`config.mk`:
```
export PLATFORM = sky130hd
export DESIGN_NAME = rtc_bus_sequencer
export DESIGN_NICKNAME = d
export VERILOG_FILES = /design/src/rtl/rtc_bus_pkg.sv /design/src/rtl/rtc_bus_sequencer_phase_timer.sv /design/src/rtl/rtc_bus_sequencer.sv
export SDC_FILE = /design/constraint.sdc
export NUM_CORES = 1
export LEC_CHECK = 0
export ABC_AREA = 1
export ABC_CLOCK_PERIOD_IN_PS = 1900
export CORE_UTILIZATION = 41
export DETAILED_ROUTE_END_ITERATION = 16
export PLACE_DENSITY = 0.68
export SLEW_MARGIN = 20
export SYNTH_ARGS = -nofsm -noshare
export SYNTH_HDL_FRONTEND = slang
export SYNTH_SLANG_ARGS = --single-unit
```
`constraint.sdc`:
```
create_clock -name clk -period 1.9 [get_ports clk]
set_clock_uncertainty 0.05 [all_clocks]
set_input_delay 0.475 -clock clk [delete_from_list [all_inputs] [get_ports clk]]
set_output_delay 0.475 -clock clk [all_outputs]
set_load 0.1 [all_outputs]
```
`src/rtl/rtc_bus_pkg.sv`:
```
// Shared types and bus levels for the RTC multiplexed-bus sequencer.
package rtc_bus_pkg;

    // Transaction phases; each of ADDR_SU..DATA_HD lasts one programmable sub-phase.
    typedef enum logic [2:0] {
        ST_IDLE     = 3'd0,
        ST_ADDR_SU  = 3'd1,
        ST_ADDR_STB = 3'd2,
        ST_ADDR_HD  = 3'd3,
        ST_DATA_SU  = 3'd4,
        ST_DATA_STB = 3'd5,
        ST_DATA_HD  = 3'd6,
        ST_DONE     = 3'd7
    } state_t;

    // Strobes (CS, WR, RD) are active low.
    localparam logic STROBE_OFF = 1'b1;
    localparam logic STROBE_ON  = 1'b0;

    // AD pin level selecting address or data phase.
    localparam logic AD_ADDR = 1'b0;
    localparam logic AD_DATA = 1'b1;

    // True for the six states whose length is set by the phase timer.
    function automatic logic is_timed(input state_t s);
        return (s != ST_IDLE) && (s != ST_DONE);
    endfunction

endpackage

```
`src/rtl/rtc_bus_sequencer_phase_timer.sv`:
```
// Loadable down-counter timing one sub-phase of PHASE_CYCLES clocks.
module phase_timer #(
    parameter int PHASE_CYCLES = 10
) (
    input  logic clk,
    input  logic reset,
    input  logic load,
    output logic expired
);

    localparam int W = $clog2(PHASE_CYCLES + 1);
    localparam logic [W-1:0] LOAD_VAL = W'(PHASE_CYCLES - 1);

    logic [W-1:0] count;

    // Reload on sub-phase entry, then count down and park at zero.
    always_ff @(posedge clk or posedge reset) begin
        if (reset) begin
            count <= '0;
        end else if (load) begin
            count <= LOAD_VAL;
        end else if (count != '0) begin
            count <= count - 1'b1;
        end
    end

    // Zero marks the last cycle of the current sub-phase.
    assign expired = (count == '0);

endmodule

```
`src/rtl/rtc_bus_sequencer.sv`:
```
// Converts single-byte RTC requests into an address phase and a data phase,
// each split into setup, strobe and hold sub-phases on the multiplexed bus.
//
// Request handshake: req_valid is sampled only while busy=0; a request seen
// in IDLE is accepted on that clock edge and no acknowledge is returned.
// Requests arriving while busy=1 are dropped. done pulses for one cycle when
// the transaction ends, and rdata then holds the last byte read.
module rtc_bus_sequencer
    import rtc_bus_pkg::*;
#(
    parameter int PHASE_CYCLES = 10
) (
    input  logic       clk,
    input  logic       reset,
    input  logic       req_valid,
    input  logic       req_write,
    input  logic [7:0] req_addr,
    input  logic [7:0] req_wdata,
    output logic       busy,
    output logic       done,
    output logic [7:0] rdata,
    output logic       AD,
    output logic       CS,
    output logic       WR,
    output logic       RD,
    output logic [7:0] bus_out,
    output logic       bus_oe,
    input  logic [7:0] bus_in,
    output logic [2:0] dbg_state
);

    state_t     state;
    state_t     state_nxt;
    logic       expired;
    logic       start;
    logic       timer_load;
    logic       write_q;
    logic [7:0] addr_q;
    logic [7:0] wdata_q;
    logic       write_nxt;
    logic [7:0] addr_nxt;
    logic [7:0] wdata_nxt;
    logic       ad_d;
    logic       cs_d;
    logic       wr_d;
    logic       rd_d;
    logic       oe_d;
    logic [7:0] out_d;

    assign start      = (state == ST_IDLE) && req_valid;
    assign timer_load = start || (is_timed(state) && expired);
    assign dbg_state  = state;

    // Request fields as they will be after this edge, so the first
    // address-phase cycle already drives the new address.
    assign write_nxt = start ? req_write : write_q;
    assign addr_nxt  = start ? req_addr  : addr_q;
    assign wdata_nxt = start ? req_wdata : wdata_q;

    phase_timer #(
        .PHASE_CYCLES(PHASE_CYCLES)
    ) u_timer (
        .clk    (clk),
        .reset  (reset),
        .load   (timer_load),
        .expired(expired)
    );

    // Next-state: timed states advance when the sub-phase expires.
    always_comb begin
        state_nxt = state;
        case (state)
            ST_IDLE:     if (req_valid) state_nxt = ST_ADDR_SU;
            ST_ADDR_SU:  if (expired)   state_nxt = ST_ADDR_STB;
            ST_ADDR_STB: if (expired)   state_nxt = ST_ADDR_HD;
            ST_ADDR_HD:  if (expired)   state_nxt = ST_DATA_SU;
            ST_DATA_SU:  if (expired)   state_nxt = ST_DATA_STB;
            ST_DATA_STB: if (expired)   state_nxt = ST_DATA_HD;
            ST_DATA_HD:  if (expired)   state_nxt = ST_DONE;
            ST_DONE:                    state_nxt = ST_IDLE;
            default:                    state_nxt = ST_IDLE;
        endcase
    end

    // Pin levels for the upcoming state; bus_out is forced to zero whenever
    // the pad is not being driven.
    always_comb begin
        ad_d  = AD_DATA;
        cs_d  = STROBE_OFF;
        wr_d  = STROBE_OFF;
        rd_d  = STROBE_OFF;
        oe_d  = 1'b0;
        out_d = 8'h00;
        case (state_nxt)
            ST_ADDR_SU, ST_ADDR_HD: begin
                ad_d  = AD_ADDR;
                cs_d  = STROBE_ON;
                oe_d  = 1'b1;
                out_d = addr_nxt;
            end
            ST_ADDR_STB: begin
                ad_d  = AD_ADDR;
                cs_d  = STROBE_ON;
                wr_d  = STROBE_ON;
                oe_d  = 1'b1;
                out_d = addr_nxt;
            end
            ST_DATA_SU, ST_DATA_HD: begin
                cs_d = STROBE_ON;
                if (write_nxt) begin
                    oe_d  = 1'b1;
                    out_d = wdata_nxt;
                end
            end
            ST_DATA_STB: begin
                cs_d = STROBE_ON;
                if (write_nxt) begin
                    wr_d  = STROBE_ON;
                    oe_d  = 1'b1;
                    out_d = wdata_nxt;
                end else begin
                    rd_d = STROBE_ON;
                end
            end
            default: begin
            end
        endcase
    end

    // State, latched request and registered Moore outputs; reset clears every
    // strobe immediately so no partial cycle reaches the chip.
    always_ff @(posedge clk or posedge reset) begin
        if (reset) begin
            state   <= ST_IDLE;
            write_q <= 1'b0;
            addr_q  <= 8'h00;
            wdata_q <= 8'h00;
            busy    <= 1'b0;
            done    <= 1'b0;
            rdata   <= 8'h00;
            AD      <= AD_DATA;
            CS      <= STROBE_OFF;
            WR      <= STROBE_OFF;
            RD      <= STROBE_OFF;
            bus_oe  <= 1'b0;
            bus_out <= 8'h00;
        end else begin
            state   <= state_nxt;
            write_q <= write_nxt;
            addr_q  <= addr_nxt;
            wdata_q <= wdata_nxt;
            busy    <= (state_nxt != ST_IDLE);
            done    <= (state_nxt == ST_DONE);
            AD      <= ad_d;
            CS      <= cs_d;
            WR      <= wr_d;
            RD      <= rd_d;
            bus_oe  <= oe_d;
            bus_out <= out_d;
            if ((state == ST_DATA_STB) && expired && !write_q) begin
                rdata <= bus_in;
            end
        end
    end

endmodule

```
Yosys cells after proc, flatten, opt, wreduce, memory -nomap -nowiden
Cells that the tools add are included.
Word-level totals
  flip-flop bits (word level): 47
  bits in latches: 0
  memory bits (writable): 0
  bits in read-only memories: 0
  bits of input ports: 28
  output and inout port bits: 26
  word-level logic and storage cells: 68
  memories: 0
Operators by class
  $add $sub $neg: 1
  $mul: 0
  div/mod/pow operators: 0
  magnitude comparators: 0
  eq/ne operators: 15
  shifts and indexed selects: 0
  mux-type cells: 22
  bitwise operators: 0
  reductions and logical operators: 16
Operators by type and width (number)
  $eq A3 B3 Y1 const B: 8
  $mux W8: 3
  $pmux W3 S8: 1
  $mux W3: 7
  $pmux W8 S2: 1
  $eq A3 B2 Y1 const B: 4
  $mux W4: 2
  $eq A3 B1 Y1 const B: 2
  $mux W1: 6
  $reduce_bool A3 Y1: 2
  $reduce_or A3 Y1: 2
  $reduce_or A6 Y1: 1
  $logic_and A1 B1 Y1: 5
  $logic_not A4 Y1: 1
  $pmux W1 S2: 2
  $reduce_bool A4 Y1: 1
  $sub A4 B1 Y4 const B: 1
  $logic_not A3 Y1: 1
  $ne A3 B3 Y1 const B: 1
  $reduce_bool A2 Y1: 1
  $logic_not A1 Y1: 1
  $logic_or A1 B1 Y1: 1

Depth between registers and ports, before layout
  depth in word-level cells: 6
  gate-level depth with buffers: 10
  mapped depth without buffers: 10

By module
Synthesis repeated with hierarchy kept, for this count alone.
Second synthesis, totals
  cell total of the unflattened synthesis: 227
  area, all modules: 2163.3 sq um
Modules (own cells, without submodules)
  rtc_bus_sequencer: instances 1, cells an instance 195, area an instance 1925.6 sq um
  phase_timer: instances 1, cells an instance 32, area an instance 237.7 sq um

Least setup slack after synthesis
No wires, ideal clock.
  path type: reg2reg
  from: register state[2], in the netlist dbg_state[2]
  to: register rdata[0]
  setup time: 127 ps
  arrival: 1847 ps
  path slack: -124 ps
  stages on the path, launching flop included: 5
  path buffers: 1
  path through: dfrtp_1 > inv_2 > nor4_4 > buf_6 > o21ai_0
On the way
  word-level cells in the longest chain between the ends: 3
Ends and longest elaborated chain
  start: declaration: RTL line rtc_bus_sequencer.sv:32  | state_t state;
  start signal: assignment: RTL line rtc_bus_sequencer.sv:148  | state <= state_nxt;
  $eq A3 B3 Y1: RTL line rtc_bus_sequencer.sv:160  | if ((state == ST_DATA_STB) && expired && !write_q) begin
  $logic_and A1 B1 Y1 (2 in a row): RTL line rtc_bus_sequencer.sv:160
  end signal: assignment: RTL line rtc_bus_sequencer.sv:161  | rdata <= bus_in;
  end: declaration: RTL line rtc_bus_sequencer.sv:21  | output logic [7:0] rdata,
Every way passes these cells.
A chain may end at the register's enable or synchronous reset.

Final worst setup path
  from: register u_timer.count[0]
  to: register bus_out[3]
On the way
  word-level cells in the longest chain between the ends: 6
  elaborated cells between the ends (all ways): 17
Ends and longest elaborated chain
  start: declaration: RTL line rtc_bus_sequencer_phase_timer.sv:14  | logic [W-1:0] count;
  start signal: assignment: RTL line rtc_bus_sequencer_phase_timer.sv:23  | count <= count - 1'b1;
  $logic_not A4 Y1 (*): RTL line rtc_bus_sequencer_phase_timer.sv:28  | assign expired = (count == '0);
  $mux W3, or another cell as far along: RTL line rtc_bus_sequencer.sv:79  | ST_DATA_HD: if (expired) state_nxt = ST_DONE;
  $pmux W3 S8 (*): RTL line rtc_bus_sequencer.sv:72  | case (state)
  $eq A3 B3 Y1, or another cell as far along: RTL line rtc_bus_sequencer.sv:94  | case (state_nxt)
  $reduce_or A3 Y1 (no line)
  $pmux W8 S2 (*): RTL line rtc_bus_sequencer.sv:94
  net out_d[3]: RTL line rtc_bus_sequencer.sv:48  | logic [7:0] out_d;
  end signal: assignment: RTL line rtc_bus_sequencer.sv:159  | bus_out <= out_d;
  end: declaration: RTL line rtc_bus_sequencer.sv:26  | output logic [7:0] bus_out,
The timed path passes the listed nets; every way through them passes the cells marked *.

==> flow_summary_export.csv <==
group,metric,value,unit
outcome,outcome,"completed",
grt,grt_max_degree,17,
layout,nets,310,
worst_setup_path,worstSetupEndpointType,"flop",
worst_setup_path,critPathMaxStageDelay,0.38,ns
floorplan,core_area,4750,µm²
timing,timing.final.crit_period,1.71,ns
pwr,leakagePower,1.49,nW
layout,final_common_cell,"nand2_1",
worst_hold_path,hold_path.class,"primary input to async pin",
clock_network,clk_pin_slew,0.08,ns
pwr,pwr_density_cell,594,nW/µm²
grt,grt_pass1_vias,1528,
timing,rsz0062_at_grt,"false",
timing,max_clock_freq,584,MHz
yosys,ys_seq_elements,47,
floorplan,start_util,0.429,
route,antenna_left,0,
grt,grt_pass1_wl,7070,µm
grt,antenna_found_initial,0,
timing,finalSetupViolCount,0,
layout,antenna_cells,0,
worst_setup_path,crit_top_cell,"nand2_1",
worst_setup_path,cp_data_required_time,2.04,ns
placed_design,routabilityCongestion,0.795,
floorplan,die_area,5270,µm²
layout,nFillCells,401,
timing,tightest_slew,0.367,ns
clock_network,cts.path.max_buffers,2,
worst_setup_path,critPathSlowestCell,"dfrtp_1",
route,dr.pass1.iters,4,
yosys,synthCells,221,
clock_network,cts_tree,"built",
yosys,yosys_warnings,0,
floorplan,die_w,72.6,µm
layout,seqCellArea,1180,µm²
yosys,ys_seq_area_frac,0.578,
clock_network,post_cts_resized,0,
placed_design,pre_cts_slack,0.0296,ns
floorplan,num_rows,25,
yosys,syn_area,2040,µm²
timing,hold_viol_final,0,
floorplan,io_pins,54,
timing,hold_slack,0.347,ns
worst_setup_path,arrival,1.85,ns
timing,finalSetupTns,0,ns
worst_setup_path,path_max_fanout,9,
route,drc_errors,0,
layout,drive_gt1_frac,0.227,
yosys,syn_area_per_cell,9.24,µm²
pwr,ir_worst_vdd,0.420,mV
yosys,synth_cell_types,29,
worst_setup_path,worst-path-buf-inv,1,
timing,finalWorstSetupSlack,0.189,ns
timing,fin_crit_sh,0.901,
route,routedWlPerCell,11.8,µm
clock_network,clkLatencyLatePin,0.29,ns
yosys,synth.net_count,250,
placed_design,dpl.hpwl,3090,µm
worst_setup_path,crit_type,"flop to flop",
clock_network,htree_levels,2,
grt,grt.overflow.total,0,
clock_network,hold_buffers,0,
clock_network,cts_setup_buffers,0,
layout,area_growth,47.8,%
timing,slew_headroom,0.755,
layout,multi_input_area,722,µm²
route,vias,1593,
route,routed_wl,4130,µm
worst_setup_path,path_cells,"inv_1 > ha_1 > nand2_1 > nand2_1 > nand2_1 > nand2_2 > nand3_2 > nand3_1 > nand2_1",
route,avgViaCountPerCell,4.56,
grt,track_usage,0.178,
pwr,p_total,1.79,mW
clock_network,cts_num_sinks,47,
worst_setup_path,start_kind,"flop",
timing,slew_viol_final,0,
job,drv_cap,0,
clock_network,cts_root_buffer,"clkbuf_8",
clock_network,cts_made_buffers,5,
layout,layout_common_cells,"nand2_1 (84), dfrtp_1 (40), clkdlybuf4s50_1 (27), buf_12 (26), nand3_1 (21)",
route,drtIter0Drc,65,
worst_setup_path,critPathTopFamily,"simple AND/OR/NAND/NOR gates",
floorplan,chipHeight,72.6,µm
placed_design,io_buffers,53,
[worst reg2reg max path, stage by stage, from the launching register on]
cell and delay [ns]:
dfrtp_1 0.38, inv_1 0.09, ha_1 0.25, nand2_1 0.15
nand2_1 0.09, nand2_1 0.06, nand2_2 0.12, nand3_2 0.21
nand3_1 0.14, nand2_1 0.06
[sequential cells by signal, indices dropped and copies added (netlist names), 3 cells and up]
name	flops
addr_q	8
wdata_q	8
rdata	8
u_timer.count	4
bus_out	8
dbg_state	3
[per-stage QoR]
| stage | area, µm² | std cells | util |
|---|---|---|---|
| floorplan | 2050 | 221 | - |
| global placement | 2910 | 341 | 0.612 |
| detailed placement | 2910 | 341 | 0.612 |
| CTS | 3020 | 349 | 0.635 |
| global route | 3020 | 349 | 0.635 |
| finish | 3020 | 349 | 0.635 |
[path summary, 6_finish.rpt]
check | from | endpoint | slack (ns) | cells after the start
worst max-delay path | u_timer.count[0] | bus_out[3] | 0.19 | 9
worst min-delay path | reset | bus_out[0] | 0.35 | 2
worst max register to register | u_timer.count[0] | bus_out[3] | 0.19 | 9
worst min register to register | wdata_q[6] | wdata_q[6] | 0.44 | 2
max in group asynchronous | reset | CS | 0.92 | 3
min in group clk | wdata_q[6] | wdata_q[6] | 0.44 | 2
[power by group]
part	internal, mW	switching [mW]	total, mW	leakage [nW]
Combinational	0.0523	0.0281	0.0805	0.857
Sequential	1.00	0	1.00	0.576
Clock	0.394	0.317	0.711	0.0524
[cells by family after synthesis]
group / count (synthesis) / share of synthesized area
buf+inv: 29 / 0.0680
fa+ha+maj: 1 / 0.00613
compound gates: 13 / 0.0325
xor+xnor: 1 / 0.00429
simple gates: 130 / 0.311
flops: 47 / 0.578
[cell usage after synthesis]
library cell	n	area share
nor2_1	5	0.0092
nand2_2	4	0.012
nand3_2	2	0.0098
nand2_1	84	0.15
dfstp_2	4	0.051
buf_2	1	0.0024
a21oi_1	2	0.0049
nor2_2	1	0.0031
nand4_1	2	0.0061
clkinv_1	1	0.0018
o21ai_1	1	0.0024
buf_6	3	0.017
inv_2	1	0.0018
nand2_4	1	0.0055
inv_4	1	0.0031
nand3_4	2	0.017
nand3_1	21	0.051
nor2_4	3	0.017
nand4_2	1	0.0061
nor3_1	1	0.0024
nor4_4	1	0.010
dfrtp_1	43	0.53
o21ai_0	9	0.022
xnor2_1	1	0.0043
or2_2	2	0.0061
buf_4	1	0.0037
inv_1	21	0.039
o22ai_1	1	0.0031
ha_1	1	0.0061
[metal layers]
metal | wire length, µm | track usage
met1 | 1920 | 0.230
met2 | 1940 | 0.295
met3 | 201 | 0.0442
met4 | 59 | 0.0588
met5 | 0 | 0
[area by class of cell]
class	count	share of cell area
Tap cell	67	0.0278
Timing Repair Buffer	58	0.274
Clock buffer	7	0.0253
Sequential cell	47	0.393
Multi-Input combinational cell	145	0.239
Clock inverter	1	0.00995
Inverter	24	0.0307
No activity file was read; power rests on OpenSTA's default activity.
